$ cat src/rtl/lava_pkg.sv
// ---------------------------------------------------------------------------
// lava_pkg
// Shared definitions for the lava wall engine: the wall state encoding and
// the default screen geometry used by the engine and its testbench.
// ---------------------------------------------------------------------------
package lava_pkg;

    typedef enum logic [2:0] {
        IDLE     = 3'd0,
        DELAY    = 3'd1,
        ADVANCE  = 3'd2,
        HALT     = 3'd3,
        DISABLED = 3'd4
    } lava_state_t;

    localparam int SCREEN_W = 640;
    localparam int WALL_W   = 10;

endpackage

$ cat src/rtl/boost_stack.sv
// ---------------------------------------------------------------------------
// boost_stack
// Saturating speed-boost step counter with a decay timer. Every accepted
// boost adds one step (up to MAX_STEPS) and restarts the decay timer; while
// steps are held and no boost arrives, one step is shed every DECAY_TICKS
// enabled ticks.
//
// Ports:
//   clk          in   system clock
//   rst          in   synchronous active-high reset
//   clr          in   synchronous clear (level change), same effect as rst
//   tick_en      in   game tick that is allowed to advance state
//   boost_req    in   boost accepted on this tick (already qualified)
//   boost_steps  out  current number of boost steps
//   decay_strobe out  high on the tick where one step decays
// ---------------------------------------------------------------------------
module boost_stack #(
    parameter int SPD_W       = 4,
    parameter int MAX_STEPS   = 8,
    parameter int DECAY_TICKS = 60
) (
    input  logic             clk,
    input  logic             rst,
    input  logic             clr,
    input  logic             tick_en,
    input  logic             boost_req,
    output logic [SPD_W-1:0] boost_steps,
    output logic             decay_strobe
);

    localparam int                DCY_W    = $clog2(DECAY_TICKS + 1);
    localparam logic [DCY_W-1:0]  DCY_LAST = DCY_W'(DECAY_TICKS - 1);
    localparam logic [SPD_W-1:0]  STEP_MAX = SPD_W'(MAX_STEPS);

    logic [DCY_W-1:0] decay_cnt;

    assign decay_strobe = tick_en && !boost_req && (boost_steps != '0)
                          && (decay_cnt == DCY_LAST);

    always_ff @(posedge clk) begin
        if (rst || clr) begin
            boost_steps <= '0;
            decay_cnt   <= '0;
        end else if (tick_en) begin
            if (boost_req) begin
                if (boost_steps != STEP_MAX)
                    boost_steps <= boost_steps + 1'b1;
                decay_cnt <= '0;
            end else if (boost_steps != '0) begin
                if (decay_strobe) begin
                    boost_steps <= boost_steps - 1'b1;
                    decay_cnt   <= '0;
                end else begin
                    decay_cnt <= decay_cnt + 1'b1;
                end
            end
        end
    end

endmodule

$ cat src/rtl/lava_wall_engine.sv
// ---------------------------------------------------------------------------
// lava_wall_engine
// Left-to-right lava wall: waits for the first player input, holds off for
// DELAY_TICKS game ticks, then advances at a level-scaled speed plus any
// boost steps, clamping at the right edge of the screen. Reports a one-clk
// hit pulse on first contact and a sticky caught flag.
//
// state    | meaning
// ---------+---------------------------------------------------
// IDLE     | waiting for the first player input
// DELAY    | counting down the start delay, wall parked at 0
// ADVANCE  | wall moving right by lava_speed each tick
// HALT     | wall clamped at the right edge, still lethal
// DISABLED | wall not used on this level, x parked at 0
//
// Ports:
//   clk, rst           clock, synchronous active-high reset
//   game_tick          one-cycle frame strobe; all motion happens on it
//   any_input_level    player input held
//   speed_boost_pulse  boost request, sampled on game_tick only
//   freeze             pause; all tick-driven state holds
//   player_x           player left edge
//   level              current level (change clears the engine)
//   lava_wall_x        wall left edge
//   lava_speed         effective speed, registered
//   lava_active        high in ADVANCE or HALT
//   hit_lava_wall      one-clk pulse on first contact
//   player_caught      sticky contact flag
// ---------------------------------------------------------------------------
module lava_wall_engine #(
    parameter int         X_W               = 10,
    parameter int         SCREEN_W          = lava_pkg::SCREEN_W,
    parameter int         WALL_W            = lava_pkg::WALL_W,
    parameter int         DELAY_TICKS       = 120,
    parameter int         SPD_W             = 4,
    parameter int         BASE_SPEED        = 1,
    parameter int         MAX_SPEED         = 8,
    parameter int         BOOST_DECAY_TICKS = 60,
    parameter logic [3:0] LEVEL_MASK        = 4'b0011
) (
    input  logic             clk,
    input  logic             rst,
    input  logic             game_tick,
    input  logic             any_input_level,
    input  logic             speed_boost_pulse,
    input  logic             freeze,
    input  logic [X_W-1:0]   player_x,
    input  logic [1:0]       level,
    output logic [X_W-1:0]   lava_wall_x,
    output logic [SPD_W-1:0] lava_speed,
    output logic             lava_active,
    output logic             hit_lava_wall,
    output logic             player_caught
);

    import lava_pkg::*;

    localparam int                XE        = X_W + 1;
    localparam int                DLY_W     = $clog2(DELAY_TICKS + 1);
    localparam logic [DLY_W-1:0]  DLY_LAST  = DLY_W'(DELAY_TICKS - 1);
    localparam logic [XE-1:0]     WALL_WX   = XE'(WALL_W);
    localparam logic [XE-1:0]     SCREEN_WX = XE'(SCREEN_W);
    localparam logic [X_W-1:0]    X_STOP    = X_W'(SCREEN_W - WALL_W);
    localparam logic [SPD_W+1:0]  SPD_MAX   = (SPD_W + 2)'(MAX_SPEED);

    lava_state_t      state;
    logic [1:0]       level_q;
    logic [DLY_W-1:0] delay_cnt;
    logic [SPD_W-1:0] boost_steps;
    logic             decay_strobe_unused;

    logic             level_chg;
    logic             tick_en;
    logic             mask_en;
    logic             wall_on;
    logic             boost_req;
    logic [XE-1:0]    x_sum;
    logic             adv_halt;
    logic [XE-1:0]    x_post;
    logic [XE-1:0]    reach;
    logic             contact;
    logic [SPD_W+1:0] spd_raw;
    logic [SPD_W-1:0] spd_clamp;

    // Level change is seen combinationally against the registered level so
    // the clear lands on the same clk the new level first appears.
    assign level_chg = (level != level_q);
    assign tick_en   = game_tick && !freeze;
    assign mask_en   = LEVEL_MASK[level_q];
    assign wall_on   = (state == ADVANCE) || (state == HALT);
    assign boost_req = tick_en && speed_boost_pulse && wall_on;

    // One extra bit on every position sum keeps the edge compare honest
    // even when x + speed + WALL_W passes 2**X_W.
    assign x_sum    = {1'b0, lava_wall_x} + XE'(lava_speed);
    assign adv_halt = (x_sum + WALL_WX) >= SCREEN_WX;
    assign x_post   = (state == ADVANCE) ? (adv_halt ? {1'b0, X_STOP} : x_sum)
                                         : {1'b0, lava_wall_x};
    assign reach    = x_post + WALL_WX;
    assign contact  = reach >= {1'b0, player_x};

    assign spd_raw   = (SPD_W + 2)'(BASE_SPEED) + (SPD_W + 2)'(level_q)
                     + (SPD_W + 2)'(boost_steps);
    assign spd_clamp = (spd_raw > SPD_MAX) ? SPD_MAX[SPD_W-1:0]
                                           : spd_raw[SPD_W-1:0];

    assign lava_active = wall_on;

    boost_stack #(
        .SPD_W       (SPD_W),
        .MAX_STEPS   (MAX_SPEED),
        .DECAY_TICKS (BOOST_DECAY_TICKS)
    ) u_boost_stack (
        .clk          (clk),
        .rst          (rst),
        .clr          (level_chg),
        .tick_en      (tick_en),
        .boost_req    (boost_req),
        .boost_steps  (boost_steps),
        .decay_strobe (decay_strobe_unused)
    );

    always_ff @(posedge clk) begin
        if (rst) begin
            state         <= IDLE;
            level_q       <= 2'd0;
            delay_cnt     <= '0;
            lava_wall_x   <= '0;
            lava_speed    <= '0;
            hit_lava_wall <= 1'b0;
            player_caught <= 1'b0;
        end else begin
            level_q       <= level;
            lava_speed    <= spd_clamp;
            hit_lava_wall <= 1'b0;
            if (level_chg) begin
                state         <= IDLE;
                delay_cnt     <= '0;
                lava_wall_x   <= '0;
                player_caught <= 1'b0;
            end else if (tick_en) begin
                if (!mask_en) begin
                    state       <= DISABLED;
                    lava_wall_x <= '0;
                end else begin
                    case (state)
                        IDLE: begin
                            if (any_input_level) begin
                                state     <= DELAY;
                                delay_cnt <= '0;
                            end
                        end
                        DELAY: begin
                            delay_cnt <= delay_cnt + 1'b1;
                            if (delay_cnt == DLY_LAST)
                                state <= ADVANCE;
                        end
                        ADVANCE: begin
                            lava_wall_x <= x_post[X_W-1:0];
                            if (adv_halt)
                                state <= HALT;
                        end
                        HALT: begin
                        end
                        default: state <= IDLE;
                    endcase
                    if (wall_on && contact && !player_caught) begin
                        hit_lava_wall <= 1'b1;
                        player_caught <= 1'b1;
                    end
                end
            end
        end
    end

endmodule

$ cat config.mk
export PLATFORM = sky130hd
export DESIGN_NAME = lava_wall_engine
export DESIGN_NICKNAME = d
export VERILOG_FILES = /design/src/rtl/lava_pkg.sv /design/src/rtl/boost_stack.sv /design/src/rtl/lava_wall_engine.sv
export SDC_FILE = /design/constraint.sdc
export NUM_CORES = 1
export LEC_CHECK = 0
export ABC_AREA = 1
export BUFFER_PORTS_ARGS = -buffer_cell sky130_fd_sc_hd__buf_2
export CAP_MARGIN = 40
export CORE_MARGIN = 1.5
export CORE_UTILIZATION = 30
export CTS_BUF_LIST = sky130_fd_sc_hd__clkbuf_16
export CTS_CLUSTER_DIAMETER = 80
export DETAILED_ROUTE_END_ITERATION = 16
export GPL_TIMING_DRIVEN = 0
export SYNTH_ARGS = -nofsm -noshare
export SYNTH_HDL_FRONTEND = slang
export SYNTH_SLANG_ARGS = --single-unit
$ cat constraint.sdc
create_clock -name clk -period 4.35 [get_ports clk]
set_clock_uncertainty 0.2 [all_clocks]
set_input_delay 0.6525 -clock clk [delete_from_list [all_inputs] [get_ports clk]]
set_output_delay 0.6525 -clock clk [all_outputs]
set_load 0.02 [all_outputs]
==> key figures, run 1 <==
Setup path
  • Worst setup EP type: register
  • CP max stage cell: dfxtp_4
  • Reg2Reg Launch Point: lava_wall_x[0]$_SDFFE_PP0P_
  • Worst reg2reg setup slack: 0.10 ns
  • Cell mode on critical path: nand2_1
  • Startpoint types: register
  • Crit path largest cell delay: 0.36 ns
  • Kind of critical path: register to register
  • Critical path capture point: player_caught$_SDFFE_PP0P_
  • Reg2reg path depth: 30
  • Crit path from: lava_wall_x[0]$_SDFFE_PP0P_
  • CP arrival: 4.27 ns
  • CP max FO: 6
  • Worst R2R End: player_caught$_SDFFE_PP0P_
  • CP required: 4.37 ns

Power and ir drop
  • Switching share of power: 0.2390
  • Psw: 0.1856 mW
  • Power Internal: 0.5911 mW
  • Pwr dens: 196.4 nW/um^2
  • Seq pwr share: 0.456
  • VDD IR max: 0.0001267 V
  • Combinational share of power: 0.108
  • Lkg Pwr: 1.849 nW
  • Clk pwr share: 0.436
  • Tot Pwr: 0.7767 mW

Timing
  • Hold Violations, Final: 0
  • Hold slack: 0.2773 ns
  • RSZ-0062 raised after global routing: true
  • Final setup vio count: 0
  • Slew Limit Headroom: 0.5073
  • Final Max Tran Viols: 0
  • Final min period: 4.248 ns
  • Top achievable clock speed: 0.2354 GHz
  • Crit path setup slack, layout: 0.1024 ns
  • Worst-Margin Slew: 0.7363 ns
  • Setup TNS: 0 ns
  • Final worst path period share: 0.9765

Layout
  • Share of layout cells above drive strength 1: 0.2860
  • Final instance area: 3955 sq um
  • Non-Filler Instances: 661
  • Syn-to-layout area delta: 27.92%
  • Core Util, Final: 0.4009
  • Final net count: 570
  • N_diodes: 0

Logic synthesis
  • Ys flop type: dfxtp_1
  • Yosys reg bits: 38
  • Syn Area/Cell: 6.721 sq um
  • Mapped Cells: 460
  • Yosys warns: 0
  • Synth async-reset ratio: 0
  • Number of synthesized flops with an enable pin: 0
  • Yosys cell types: 42
  • Synth Cell Area: 3092 sq um
  • Sequential share of the synthesized area: 0.2461
  • Syn Nets: 503

Detailed routing
  • Avg WL per Cell: 12.30 um
  • DR vias/cell: 4.776
  • DRC viols: 0
  • Violation count after the first detailed-route iteration: 129
  • Vias: 3157
  • Antenna-violating nets left: 0
  • Detailed-router iteration count before antenna repair: 5
  • Total Wirelength: 8132 um

GRT
  • Vias in the first global route: 2998
  • Global route overflow: 0
  • Largest net degree at the start of global routing: 12
  • First-pass GRT wire length: 13260 um
  • Initial antenna violation count: 0
  • Total GRT Usage: 0.1492

Die
  • Rows: 36
  • Die ar.: 10920 sq um
  • Initial core utilization: 0.3134
  • Core box area: 9864 sq um
  • Die height: 104.5 um
  • Die X: 104.5 um
  • I/O Pins: 35

CTS
  • Clock sinks: 38
  • Skew-Pair Late Insertion Delay: 0.28 ns
  • Root buf cell: clkbuf_16
  • Max clock buf depth: 2
  • Clock tree from TritonCTS: done
  • Clock transition at the registers of the reported paths: 0.05 ns
  • H-tree levels: 2
  • CTS Buf Count: 5
  • Hold Buf Count CTS: 0

Min path
  • Worst Hold Class: register to register

Placement
  • Placed inst area: 3428 sq um
  • Post-place setup slack: -0.4092 ns
  • Gpl congestion: 0.8684
  • Post-DP HPWL: 6047 um
  • Dpl cells: 627
  • Port buffer count: 34

Job
  • Max cap viols: 0

Run status
  • Status: finished, final reports clean
power groups by stage:
stage / clock (mW) / sequential (mW) / combinational (mW)
after global placement: 0 / 0.362 / 0.0655
after floorplan: 0 / 0.363 / 0.0428
after global routing: 0.367 / 0.354 / 0.0927
final: 0.339 / 0.354 / 0.0841
after detailed placement: 0 / 0.362 / 0.0673
after CTS: 0.350 / 0.354 / 0.0785
final cells by class:
class,count,area (sq um)
tap,133,166.4
clock inverter,3,11.26
multi-input combinational,339,2195
inverter,80,304.0
buffer,3,11.26
timing repair buffer,60,372.9
clock buffer,5,125.1
sequential,38,769.5
fill,1050,5909
metal layers:
layer / routed length (um) / track usage / vias up
li1: - / - / 1616
met1: 3862 / 0.1848 / 1480
met2: 3902 / 0.2641 / 52
met3: 270 / 0.02632 / 9
met4: 97 / 0.03968 / 0
met5: 0 / 0 / -
sequential cells by signal, summed over array words and instances, names as in the netlist:
| signal | cells |
|---|---|
| player_caught | 1 |
| u_boost_stack.boost_steps | 4 |
| lava_wall_x | 10 |
| state | 3 |
| lava_speed | 4 |
| level_q | 2 |
| hit_lava_wall | 1 |
| delay_cnt | 7 |
| u_boost_stack.decay_cnt | 6 |
kinds of logic after synthesis:
logic type	after synthesis	share of synthesized area
AOI/OAI and AO/OA	70	0.1323
adders and majority gates	25	0.1085
buffers and inverters	83	0.1020
xor gates and xnor gates	15	0.04249
and+or+nand+nor	229	0.3687
DFF	38	0.2461
placed cells by master, fill, tap and decap left out, types with 10 or more instances in the layout:
| cell | synthesis | layout |
|---|---|---|
| buf_4 | 0 | 24 |
| dfxtp_1 | 38 | 35 |
| nand3_1 | 29 | 23 |
| nand3_2 | 4 | 10 |
| a21oi_1 | 35 | 34 |
| nand2_2 | 19 | 24 |
| inv_1 | 72 | 68 |
| o21ai_0 | 20 | 19 |
| xor2_1 | 11 | 11 |
| buf_2 | 0 | 34 |
| nand2_1 | 105 | 96 |
| nor2_1 | 37 | 36 |
| ha_1 | 22 | 18 |
synth_stat cells (2+ instances only):
library cell	n	area [sq um]
a211oi_1	3	22.52
a21oi_1	35	175.2
clkbuf_1	3	11.26
clkinv_1	2	7.510
dfxtp_1	38	760.7
fa_1	3	60.06
ha_1	22	275.3
inv_1	72	270.3
inv_2	4	15.01
nand2_1	105	394.1
nand2_2	19	118.9
nand2_4	3	33.78
nand3_1	29	145.1
nand3_2	4	40.04
nand4_1	9	56.30
nand4_2	2	25.02
nor2_1	37	138.9
nor2_2	2	12.51
nor2_4	4	45.04
nor3_1	3	15.01
nor4_1	3	18.77
o21a_1	2	15.01
o21ai_0	20	100.1
o21ai_2	2	17.52
or2_2	4	25.02
xnor2_1	4	35.03
xor2_1	11	96.34
what timing repair did:
action                                  in CTS  in global routing
endpoints found under the setup margin       2                  2
pin swaps                                   26                 26
buffers inserted                            18                  8
resized for setup                           25                 23
how the worst min path moves through the flow:
stage / from / end / slack [ns] / cells past startpoint
2_1_floorplan: delay_cnt[6]$_SDFFE_PP0P_ / delay_cnt[6]$_SDFFE_PP0P_ / 0.24 / 2
3_3_place_gp: delay_cnt[6]$_SDFFE_PP0P_ / delay_cnt[6]$_SDFFE_PP0P_ / 0.26 / 2
3_5_place_dp: delay_cnt[6]$_SDFFE_PP0P_ / delay_cnt[6]$_SDFFE_PP0P_ / 0.28 / 2
4_1_cts: delay_cnt[6]$_SDFFE_PP0P_ / delay_cnt[6]$_SDFFE_PP0P_ / 0.29 / 2
5_1_grt: u_boost_stack.decay_cnt[1]$_SDFFE_PP0P_ / u_boost_stack.decay_cnt[1]$_SDFFE_PP0P_ / 0.31 / 2
6_report: delay_cnt[6]$_SDFFE_PP0P_ / delay_cnt[6]$_SDFFE_PP0P_ / 0.28 / 2
critical path: cells and delay by family, from the launching register on:
kind	cells	cell delay, ns
and+or+nand+nor	15	1.47
adders and majority gates	4	1.02
buffers and inverters	7	0.73
AOI/OAI and AO/OA	4	0.42
DFF	1	0.36
No activity file was read; power rests on OpenSTA's default activity.
==> inputs of run 2 (changes only) <==
--- a/config.mk
+++ b/config.mk
@@ -9,11 +9,13 @@
 export BUFFER_PORTS_ARGS = -buffer_cell sky130_fd_sc_hd__buf_2
 export CAP_MARGIN = 40
 export CORE_MARGIN = 1.5
-export CORE_UTILIZATION = 30
+export CORE_UTILIZATION = 54
 export CTS_BUF_LIST = sky130_fd_sc_hd__clkbuf_16
 export CTS_CLUSTER_DIAMETER = 80
 export DETAILED_ROUTE_END_ITERATION = 16
 export GPL_TIMING_DRIVEN = 0
+export PLACE_DENSITY = 0.77
 export SYNTH_ARGS = -nofsm -noshare
 export SYNTH_HDL_FRONTEND = slang
+export SYNTH_HIERARCHICAL = 1
 export SYNTH_SLANG_ARGS = --single-unit
==> constraint.sdc (replaced) <==
create_clock -name clk -period 3.5 [get_ports clk]
set_clock_uncertainty 0.2 [all_clocks]
set_input_delay 0.525 -clock clk [delete_from_list [all_inputs] [get_ports clk]]
set_output_delay 0.525 -clock clk [all_outputs]
set_load 0.02 [all_outputs]
==> run 2 against run 1 <==
Against the previous run:
- the flow now finishes with violations (negative setup slack)
- via count grew 6.1%
- core utilization rose by 31 points
- critical endpoint unchanged
- fmax shrank 0.16%
==> key figures, run 2 <==
Run status
  • Status: complete, but fails checks (was finished, final reports clean)
  • Violated checks: negative setup slack

Power and ir drop
  • VDD IR max: 0.0003242 V (was 0.0001267 V)
  • Psw: 0.2437 mW (was 0.1856 mW)
  • Lkg Pwr: 1.860 nW (was 1.849 nW)
  • Power Internal: 0.8002 mW (was 0.5911 mW)
  • Combinational share of power: 0.070 (was 0.108)
  • Clk pwr share: 0.509 (was 0.436)
  • Seq pwr share: 0.420 (was 0.456)
  • Switching share of power: 0.2335 (was 0.2390)
  • Pwr dens: 262.2 nW/um^2 (was 196.4 nW/um^2)

Timing
  • Hold Violations, Final: 0 (unchanged)
  • Final worst path period share: 1.216 (was 0.9765)
  • Final min period: 4.255 ns (was 4.248 ns)
  • Top achievable clock speed: 0.2350 GHz (was 0.2354 GHz)
  • RSZ-0062 raised after global routing: true (unchanged)
  • Final Max Tran Viols: 0 (unchanged)
  • Worst-Margin Slew: 0.7234 ns (was 0.7363 ns)
  • Hold slack: 0.2576 ns (was 0.2773 ns)
  • Slew Limit Headroom: 0.5160 (was 0.5073)
  • Final setup vio count: 2 (was 0)
  • Setup TNS: -1.502 ns (was 0 ns)
  • Crit path setup slack, layout: -0.7545 ns (was 0.1024 ns)

Detailed routing
  • Avg WL per Cell: 13.02 um (was 12.30 um)
  • DR vias/cell: 5.317 (was 4.776)
  • Antenna-violating nets left: 0 (unchanged)
  • Violation count after the first detailed-route iteration: 209 (was 129)
  • DRC viols: 0 (unchanged)
  • Vias: 3350 (was 3157)
  • Detailed-router iteration count before antenna repair: 5 (unchanged)
  • Total Wirelength: 8202 um (was 8132 um)

Layout
  • Register area: 770.7 sq um (was 769.5 sq um)
  • Commonest non-fill, non-tap cell in the layout: nand2_1 (unchanged)
  • Max reg flops: 10 (unchanged)
  • Multi-input gate area: 2261 sq um (was 2195 sq um)
  • Final net count: 600 (was 570)
  • Largest regs: lava_wall_x: 10 flops, delay_cnt: 7 flops, u_boost_stack/decay_cnt: 6 flops (was lava_wall_x: 10 flops, delay_cnt: 7 flops, u_boost_stack.decay_cnt: 6 flops)
  • Filler instances: 443 (was 1050)
  • Most frequent cells in the layout: nand2_1 (114), inv_1 (67), nand3_1 (47), nor2_1 (45), buf_2 (35) (was nand2_1 (96), inv_1 (68), nor2_1 (36), dfxtp_1 (35))
  • Most flops, register: lava_wall_x (unchanged)
  • Non-Filler Instances: 630 (was 661)
  • N_diodes: 0 (unchanged)
  • Final instance area: 3981 sq um (was 3955 sq um)
  • Syn-to-layout area delta: 25.52% (was 27.92%)
  • Share of layout cells above drive strength 1: 0.2885 (was 0.2860)

GRT
  • Vias in the first global route: 3259 (was 2998)
  • Total GRT Usage: 0.2712 (was 0.1492)
  • Initial antenna violation count: 0 (unchanged)
  • Global route overflow: 0 (unchanged)
  • First-pass GRT wire length: 13710 um (was 13260 um)
  • Largest net degree at the start of global routing: 14 (was 12)

Placement
  • Dpl cells: 604 (was 627)
  • Gpl congestion: 0.9113 (was 0.8684)
  • Post-DP HPWL: 5812 um (was 6047 um)
  • Port buffer count: 34 (unchanged)
  • Post-place setup slack: -0.8895 ns (was -0.4092 ns)
  • Placed inst area: 3491 sq um (was 3428 sq um)

CTS
  • Max clock buf depth: 2 (unchanged)
  • CTS Buf Count: 5 (unchanged)
  • H-tree levels: 2 (unchanged)
  • Clock transition at the registers of the reported paths: 0.06 ns (was 0.05 ns)
  • Root buf cell: clkbuf_16 (unchanged)
  • Clock tree from TritonCTS: done (unchanged)
  • Skew-Pair Late Insertion Delay: 0.29 ns (was 0.28 ns)
  • Clock sinks: 38 (unchanged)

Logic synthesis
  • Syn Area/Cell: 6.382 sq um (was 6.721 sq um)
  • Mapped Cells: 497 (was 460)
  • Yosys warns: 6 (was 0)
  • Synth Cell Area: 3172 sq um (was 3092 sq um)
  • Syn Nets: 540 (was 503)

Setup path
  • CP arrival: 4.24 ns (was 4.27 ns)
  • CP required: 3.49 ns (was 4.37 ns)
  • CP max FO: 4 (was 6)
  • Cell mode on critical path: nand2_2 (was nand2_1)
  • Worst reg2reg setup slack: -0.75 ns (was 0.10 ns)
  • Worst setup EP type: register (unchanged)
  • CP max stage cell: fa_2 (was dfxtp_4)
  • Crit path from: lava_speed[0]$_SDFF_PP0_ (was lava_wall_x[0]$_SDFFE_PP0P_)
  • Kind of critical path: register to register (unchanged)
  • Startpoint types: register (unchanged)
  • Reg2reg path depth: 30 (unchanged)
  • Reg2Reg Launch Point: lava_speed[0]$_SDFF_PP0_ (was lava_wall_x[0]$_SDFFE_PP0P_)
  • Crit path largest cell delay: 0.39 ns (was 0.36 ns)

Min path
  • Worst Hold Launch: rst (was delay_cnt[6]$_SDFFE_PP0P_)
  • Worst Hold Class: input port to register (was register to register)
  • Hold depth: 2 (unchanged)

Die
  • Core box area: 5574 sq um (was 9864 sq um)
  • Die height: 79.64 um (was 104.5 um)
  • Rows: 27 (was 36)
  • Die ar.: 6343 sq um (was 10920 sq um)
  • I/O Pins: 35 (unchanged)
  • Initial core utilization: 0.5690 (was 0.3134)
  • Die X: 79.64 um (was 104.5 um)

Job
  • Max cap viols: 0 (unchanged)
run 2: critical path, delay by kind of cell, from the launching register on:
family          cells  cell delay (ns)
compound gates      4             0.51
simple gates       14             1.21
xor+xnor            2             0.31
buf+inv             6             0.47
fa+ha+maj           4             1.07
flops               1             0.36
run 2: power by group through the flow:
stage | Sequential (mW) | Combinational [mW] | Clock [mW]
after floorplan | 0.450 | 0.0414 | 0
after global placement | 0.448 | 0.0648 | 0
after detailed placement | 0.448 | 0.0669 | 0
after CTS | 0.439 | 0.0714 | 0.536
after global routing | 0.439 | 0.0839 | 0.557
final | 0.439 | 0.0733 | 0.532
run 2: per-layer routing:
metal / part of all wire / up-vias / global-route usage / wire length (um)
met1: 0.41 / 1521 / 0.3080 / 3381
met2: 0.51 / 107 / 0.4924 / 4183
met5: 0 / - / 0 / 0
li1: - / 1696 / - / -
met4: 0.035 / 0 / 0.1316 / 283
met3: 0.043 / 26 / 0.03771 / 353
run 2: through the flow:
stage                       util  total power [mW]
after detailed placement  0.6263            0.5153
after global routing      0.7143             1.080
after CTS                 0.6929             1.046
final                     0.7143             1.044
after floorplan                -            0.4914
after global placement    0.6254            0.5132
run 2: final cells by class:
cell class                      count  share of cell area
Multi-Input combinational cell    362              0.5679
Sequential cell                    38              0.1936
Inverter                           93             0.08894
Timing Repair Buffer               53             0.07982
Clock buffer                        5             0.03143
Tap cell                           72             0.02263
Clock inverter                      3             0.01100
Buffer                              4            0.004714
run 2: final timing paths:
kind | to
hold reg to reg | player_caught$_SDFFE_PP0P_
hold / removal | level_q[1]$_SDFF_PP0_
setup reg to reg | player_caught$_SDFFE_PP0P_
setup / recovery | player_caught$_SDFFE_PP0P_
run 2: repair_timing:
item	in CTS	in global routing
hold buffers	0	0
pin swaps	28	23
gates resized for setup	25	21
setup endpoints to repair	2	2
setup buffers	13	5
